### src/rtl/hamming_pkg.sv
`default_nettype none
// +----------------------------------------------------------------------------+
// | hamming_pkg : shared Hamming(15,11) constants, bit map and parity function |
// | Revision    : 1.0                                                          |
// +----------------------------------------------------------------------------+
package hamming_pkg;

  localparam int HAM_N = 15;
  localparam int HAM_K = 11;
  localparam int HAM_P = 4;

  localparam int PAR_POS  [HAM_P] = '{1, 2, 4, 8};
  localparam int DATA_POS [HAM_K] = '{3, 5, 6, 7, 9, 10, 11, 12, 13, 14, 15};

  // Data bits scattered into their codeword slots, parity slots left at zero.
  function automatic logic [HAM_N-1:0] ham_place(input logic [HAM_K-1:0] data);
    logic [HAM_N-1:0] code;
    code = '0;
    for (int i = 0; i < HAM_K; i++) begin
      code[DATA_POS[i]-1] = data[i];
    end
    return code;
  endfunction

  // XOR of the positions of all set data bits gives {p8,p4,p2,p1}; the decoder
  // syndrome uses the same identity over the full codeword.
  function automatic logic [HAM_P-1:0] ham_parity(input logic [HAM_K-1:0] data);
    logic [HAM_N-1:0] code;
    logic [HAM_P-1:0] par;
    code = ham_place(data);
    par  = '0;
    for (int pos = 1; pos <= HAM_N; pos++) begin
      if (code[pos-1]) begin
        par = par ^ 4'(pos);
      end
    end
    return par;
  endfunction

  function automatic logic [HAM_N-1:0] ham_assemble(input logic [HAM_K-1:0] data,
                                                    input logic [HAM_P-1:0] par);
    logic [HAM_N-1:0] code;
    code = ham_place(data);
    for (int k = 0; k < HAM_P; k++) begin
      code[PAR_POS[k]-1] = par[k];
    end
    return code;
  endfunction

endpackage
`default_nettype wire

### src/rtl/ham_pipe_stage.sv
`default_nettype none
// +----------------------------------------------------------------------------+
// | ham_pipe_stage : generic valid/ready register slice of WIDTH bits          |
// | Revision       : 1.0                                                       |
// +----------------------------------------------------------------------------+
module ham_pipe_stage #(
  parameter int WIDTH = 8
) (
  input  logic             clk,
  input  logic             rst,
  input  logic             in_valid,
  output logic             in_ready,
  input  logic [WIDTH-1:0] in_data,
  output logic             out_valid,
  input  logic             out_ready,
  output logic [WIDTH-1:0] out_data
);

  logic             valid_d, valid_q;
  logic [WIDTH-1:0] data_d, data_q;

  assign in_ready  = !valid_q || out_ready;
  assign out_valid = valid_q;
  assign out_data  = data_q;

  // An empty upstream loads a bubble; the payload is only refreshed by real words.
  always_comb begin
    valid_d = valid_q;
    data_d  = data_q;
    if (in_ready) begin
      valid_d = in_valid;
      if (in_valid) begin
        data_d = in_data;
      end
    end
  end

  always_ff @(posedge clk) begin
    if (rst) begin
      valid_q <= 1'b0;
      data_q  <= '0;
    end else begin
      valid_q <= valid_d;
      data_q  <= data_d;
    end
  end

endmodule
`default_nettype wire

### src/rtl/hamming_enc_pipe.sv
`default_nettype none
// +----------------------------------------------------------------------------+
// | hamming_enc_pipe : 2-stage Hamming(15,11) encoder with error injection     |
// | Revision         : 1.0                                                     |
// +----------------------------------------------------------------------------+
module hamming_enc_pipe
  import hamming_pkg::*;
#(
  parameter int CNT_W     = 16,
  parameter bit INJECT_EN = 1'b1
) (
  input  logic             clk,
  input  logic             rst,
  input  logic             in_valid,
  output logic             in_ready,
  input  logic [10:0]      in_data,
  input  logic [3:0]       err_pos,
  output logic             out_valid,
  input  logic             out_ready,
  output logic [14:0]      out_code,
  output logic [CNT_W-1:0] word_cnt
);

  localparam int S1_W = HAM_K + 4 + HAM_P;

  logic [3:0]       err_sel;
  logic [S1_W-1:0]  s1_in, s1_out;
  logic             s1_valid, s2_ready;
  logic [HAM_K-1:0] s1_dat;
  logic [3:0]       s1_err;
  logic [HAM_P-1:0] s1_par;
  logic [HAM_N-1:0] flip_mask, code_asm;
  logic [CNT_W-1:0] word_cnt_d, word_cnt_q;

  generate
    if (INJECT_EN) begin : g_inject
      assign err_sel = err_pos;
    end else begin : g_no_inject
      assign err_sel = err_pos & 4'd0;
    end
  endgenerate

  assign s1_in = {in_data, err_sel, ham_parity(in_data)};

  ham_pipe_stage #(.WIDTH(S1_W)) u_s1 (
    .clk       (clk),
    .rst       (rst),
    .in_valid  (in_valid),
    .in_ready  (in_ready),
    .in_data   (s1_in),
    .out_valid (s1_valid),
    .out_ready (s2_ready),
    .out_data  (s1_out)
  );

  assign {s1_dat, s1_err, s1_par} = s1_out;

  // err_pos==0 shifts the one-hot out of range, leaving an all-zero mask.
  always_comb begin
    flip_mask = HAM_N'((16'd1 << s1_err) >> 1);
    code_asm  = ham_assemble(s1_dat, s1_par) ^ flip_mask;
  end

  ham_pipe_stage #(.WIDTH(HAM_N)) u_s2 (
    .clk       (clk),
    .rst       (rst),
    .in_valid  (s1_valid),
    .in_ready  (s2_ready),
    .in_data   (code_asm),
    .out_valid (out_valid),
    .out_ready (out_ready),
    .out_data  (out_code)
  );

  always_comb begin
    word_cnt_d = word_cnt_q;
    if (out_valid && out_ready) begin
      word_cnt_d = word_cnt_q + {{(CNT_W-1){1'b0}}, 1'b1};
    end
  end

  always_ff @(posedge clk) begin
    if (rst) begin
      word_cnt_q <= '0;
    end else begin
      word_cnt_q <= word_cnt_d;
    end
  end

  assign word_cnt = word_cnt_q;

endmodule
`default_nettype wire

### config.mk
export PLATFORM = sky130hd
export DESIGN_NAME = hamming_enc_pipe
export DESIGN_NICKNAME = d
export VERILOG_FILES = /design/src/rtl/hamming_pkg.sv /design/src/rtl/ham_pipe_stage.sv /design/src/rtl/hamming_enc_pipe.sv
export SDC_FILE = /design/constraint.sdc
export NUM_CORES = 1
export LEC_CHECK = 0
export ABC_AREA = 1
export BUFFER_PORTS_ARGS = -buffer_cell sky130_fd_sc_hd__buf_4
export CAP_MARGIN = 5
export CORE_MARGIN = 2
export CORE_UTILIZATION = 50
export CTS_CLUSTER_SIZE = 25
export DETAILED_ROUTE_END_ITERATION = 6
export GPL_ROUTABILITY_DRIVEN = 0
export GPL_TIMING_DRIVEN = 0
export MAX_ROUTING_LAYER = met4
export PLACE_DENSITY = 0.86
export SYNTH_ARGS = -nofsm -noshare
export SYNTH_HDL_FRONTEND = slang
export SYNTH_SLANG_ARGS = --single-unit
### constraint.sdc
create_clock -name clk -period 1.48 [get_ports clk]
set_clock_uncertainty 0.2 [all_clocks]
set_input_delay 0 -clock clk [delete_from_list [all_inputs] [get_ports clk]]
set_output_delay 0 -clock clk [all_outputs]
set_load 0.01 [all_outputs]
==> run summary <==
The run finished, with violations left. The final reports fail on negative hold slack, negative setup slack. The count of warnings emitted by yosys is 0.

The cell leakage power came out at 1.873 nW. The H-tree was split into 2 levels. In the synthesized netlist, the cells that appear most often are sky130_fd_sc_hd__nand2_1, sky130_fd_sc_hd__inv_1, sky130_fd_sc_hd__dfxtp_1. The largest net degree at the start of global routing came out at 16. The depth of the worst register-to-register path came out at 6.

The type of destination of the critical path is a flip-flop. The root buffer cell chosen for the clock tree is sky130_fd_sc_hd__clkbuf_8. The largest fanout on the critical path came out at 10.

The power per standard cell area came out at 768.3 nW/um^2. The top-level port count came out at 52. The filler-free cell count of the finished design is 569.

The sum of overflow across all layers after global routing is 0. The final worst slack is -0.07046 ns. The maximum clock frequency is 645.0 MHz. The number of global-route vias before repair came out at 2620. Measured against its own limit, the worst slew margin works out to 68.71%. For this design, the CTS-stage hold fixing added 18 buffers.

The first-pass GRT wire length is 11080 microns. The max-capacitance violation count came out at 0. Yosys attributes the largest share of cell area to sky130_fd_sc_hd__dfxtp_1, sky130_fd_sc_hd__nand2_1, sky130_fd_sc_hd__inv_1, sky130_fd_sc_hd__a21oi_1, sky130_fd_sc_hd__o21ai_0. The relative contribution of the clock network to total power is 27.4%.

At the end of the flow, the number of nets in the layout was 516. The arrival time at the worst endpoint came out at 1.54 ns. The combinational fraction of design power came out at 19.4%. The area growth from synthesis to layout is 35.12%. The critical path data required time came out at 1.47 ns. Net switching is 28.66% of the power.

Clock-pin slew was measured on the worst setup and hold paths at 0.09 ns. The slowest cell on the critical path is sky130_fd_sc_hd__dfxtp_4. The via total after detailed routing is 2856. The die is 78.17 microns tall. The capture point of the worst path is u_s1.out_data[13]$_SDFFE_PP0P_. In this run the critical register-to-register path is captured at u_s1.out_data[13]$_SDFFE_PP0P_. The maximum buffer depth of the clock tree is 2. After routing, the total negative slack on setup checks comes to -0.1626 ns.

The number of antenna violations at the first check in global routing was 0. In this run the worst setup path begins at u_s2.out_valid$_SDFFE_PP0P_. The distinct cell type count after synthesis came out at 34. The area of the core region came out at 5405 sq um. For flop-to-flop paths, the worst setup slack is -0.07 ns. The critical path is of the reg -> reg type. The internal power of the cells totals 2.037 mW. The post-route DRC violation count is 0. The total clock sinks came out at 52. The largest vdd supply drop came out at 0.0004608 V. Each instance of the synthesized netlist takes up on average 6.708 sq um. After synthesis the netlist holds a flip-flop and latch count of 52. The starting utilization of the core area came out at 50.88%.

The largest incremental delay on the critical path is 0.40 ns. The final count of negative-setup-slack endpoints came out at 5. The number of nets in the synthesized netlist is 430. The pre-antenna-repair detailed-routing pass consisted of 7 iterations.

The post-detailed-placement half-perimeter wirelength is 4779 microns. The startpoint type of the worst setup path is a flip-flop. The path class of the lowest-slack min-delay path is in -> reg. The cell count after synthesis came out at 410. In this run the tool buffered the top-level ports with 51 buffer cells.

The transition time at the pin with the least slew margin is 0.4694 ns. The count of flip-flops with a built-in enable after synthesis is 0. The cell count after placement came out at 533.

At the later pin of the worst-skew pair, clock insertion delay measures 0.31 ns. The die is 78.17 microns wide. The total net switching power is 0.8182 mW. Sequential elements use 37.85% of the synthesized area.

The library cell with the largest summed area after synthesis is sky130_fd_sc_hd__dfxtp_1. Across all hold checks on the routed design, the worst slack comes to -0.1802 ns. The count of final max-slew check failures is 0. The DRC marker count from the first detailed-route iteration came out at 181. After synthesis the cells add up to 2750 sq um. The overall power of the completed layout is 2.855 mW.

Setup repair after global routing could not meet its margin everywhere. The routed design has 6976 microns of wire. The total CTS buffers came out at 5. The fraction of the cycle the final worst path needs came out at 104.8%. The fraction of power consumed by sequential logic came out at 53.3%. The average wire length per cell after detail routing came out at 12.26 microns. The per-cell via count in the routed design is 5.019. 0 antenna diodes ended up in the layout.

The floorplan has 27 rows. The signal on the critical path passes through nand3_2 -> nand2_4 -> inv_1 -> buf_4 -> o21ai_0 -> a21oi_1. The most instantiated library cell after synthesis is sky130_fd_sc_hd__nand2_1. The share of post-route cells with drive strength above 1 came out at 26.36%. After layout, the minimum clock period comes to 1.550 ns. The final number of hold-violating endpoints is 7. The async set-or-reset flop fraction in the synthesized netlist came out at 0%. In the synthesized netlist the dominant register cell turns out to be sky130_fd_sc_hd__dfxtp_1. Global routing used 22.79% of the available tracks. The number of antenna-violating nets in the routed design came out at 0. The area share of the leading cell type in the synthesized netlist came out at 37.85%. The floorplan step defined a die boundary enclosing 6110 sq um.

The origin of the critical flop-to-flop path is u_s2.out_valid$_SDFFE_PP0P_. The TritonCTS clock tree is built.
-- registers in the layout, indices dropped and copies added, names as in the netlist --
signal / flops
u_s1.out_data: 19
u_s1.out_valid: 1
u_s2.out_data: 15
u_s2.out_valid: 1
word_cnt: 16
-- power by group through the flow --
stage               registers, mW  logic [mW]  clock network (mW)
floorplan                    1.55       0.300                   0
detailed placement           1.54       0.473                   0
CTS                          1.51       0.519               0.786
finish                       1.52       0.553               0.781
global placement             1.54       0.457                   0
global route                 1.53       0.618               0.846
-- final cells by class --
| class | count | area, sq um |
|---|---|---|
| plain buffers | 11 | 73.82 |
| clock buffers | 7 | 76.32 |
| clock inverters | 1 | 5.005 |
| fillers | 431 | 1689 |
| inverters | 64 | 242.7 |
| multi-input cells | 282 | 1515 |
| flip-flops and latches | 52 | 1065 |
| well taps | 72 | 90.09 |
| repair buffers | 80 | 648.1 |
-- worst max-delay path: cells and delay by family (launching register included) --
| family | cells | cell delay (ns) |
|---|---|---|
| and+or+nand+nor | 2 | 0.27 |
| DFF | 1 | 0.40 |
| AOI/OAI and AO/OA | 2 | 0.26 |
| buffers and inverters | 2 | 0.29 |
-- metrics by stage --
stage          instance area, sq um  setup WS, ns  util (%)
2_1_floorplan                  2773      -0.05214         -
3_3_place_gp                   3246       -0.1156     60.05
3_5_place_dp                   3246       -0.1485     60.05
4_1_cts                        3618       -0.1081     66.94
5_1_grt                        3716       -0.1309     68.75
6_report                       3716      -0.07046     68.75
-- per-layer routing --
layer / vias to the layer above / share of wire [%] / routed length (microns) / global-route usage, %
met1: 1306 / 42 / 2931 / 26.37
met3: 17 / 3.8 / 266 / 3.678
li1: 1462 / - / - / -
met2: 71 / 52 / 3620 / 40.52
met5: - / 0 / 0 / -
met4: 0 / 2.3 / 159 / 7.193
-- cell families after synthesis --
logic type	Yosys count	share of synthesized area, %
and+or+nand+nor	192	31.76
buffers and inverters	76	11.10
AOI/OAI and AO/OA	74	14.06
DFF	52	37.85
xor gates and xnor gates	15	4.777
adders and majority gates	1	0.4549
-- layout by cell type (no fill, tap or decap), drive strengths merged --
cell type / instances
dlygate4sd3: 17
clkinv: 1
a21o: 1
clkbuf: 12
a211oi: 1
dlymetal6s4s: 1
o21ai: 36
ha: 1
buf: 68
a31oi: 1
nand2: 120
a21oi: 34
xnor2: 5
and3: 1
nor3b: 1
o21a: 1
nand3: 28
xor2: 10
nor3: 8
inv: 64
dfxtp: 52
nand4: 3
nor2: 31
-- worst min-delay path by stage --
stage,start,to,slack [ns],depth (start not counted)
2_1_floorplan,in_data[2],u_s1.out_data[10]$_SDFFE_PP0P_,-0.05,2
3_3_place_gp,err_pos[1],u_s1.out_data[5]$_SDFFE_PP0P_,0.06,3
3_5_place_dp,err_pos[1],u_s1.out_data[5]$_SDFFE_PP0P_,0.06,3
4_1_cts,out_ready,word_cnt[0]$_SDFFE_PP0P_,-0.18,3
5_1_grt,out_ready,word_cnt[0]$_SDFFE_PP0P_,-0.16,3
6_report,out_ready,word_cnt[0]$_SDFFE_PP0P_,-0.18,3
-- repair_timing --
action / 4_1_cts / 5_1_grt
setup buffers: 9 / 2
gates cloned: 0 / 0
pin swaps: 14 / 10
endpoints found under the hold margin: 31 / 6
resized for setup: 14 / 46
setup endpoints to repair: 26 / 34
No activity file was read; power rests on OpenSTA's default activity.
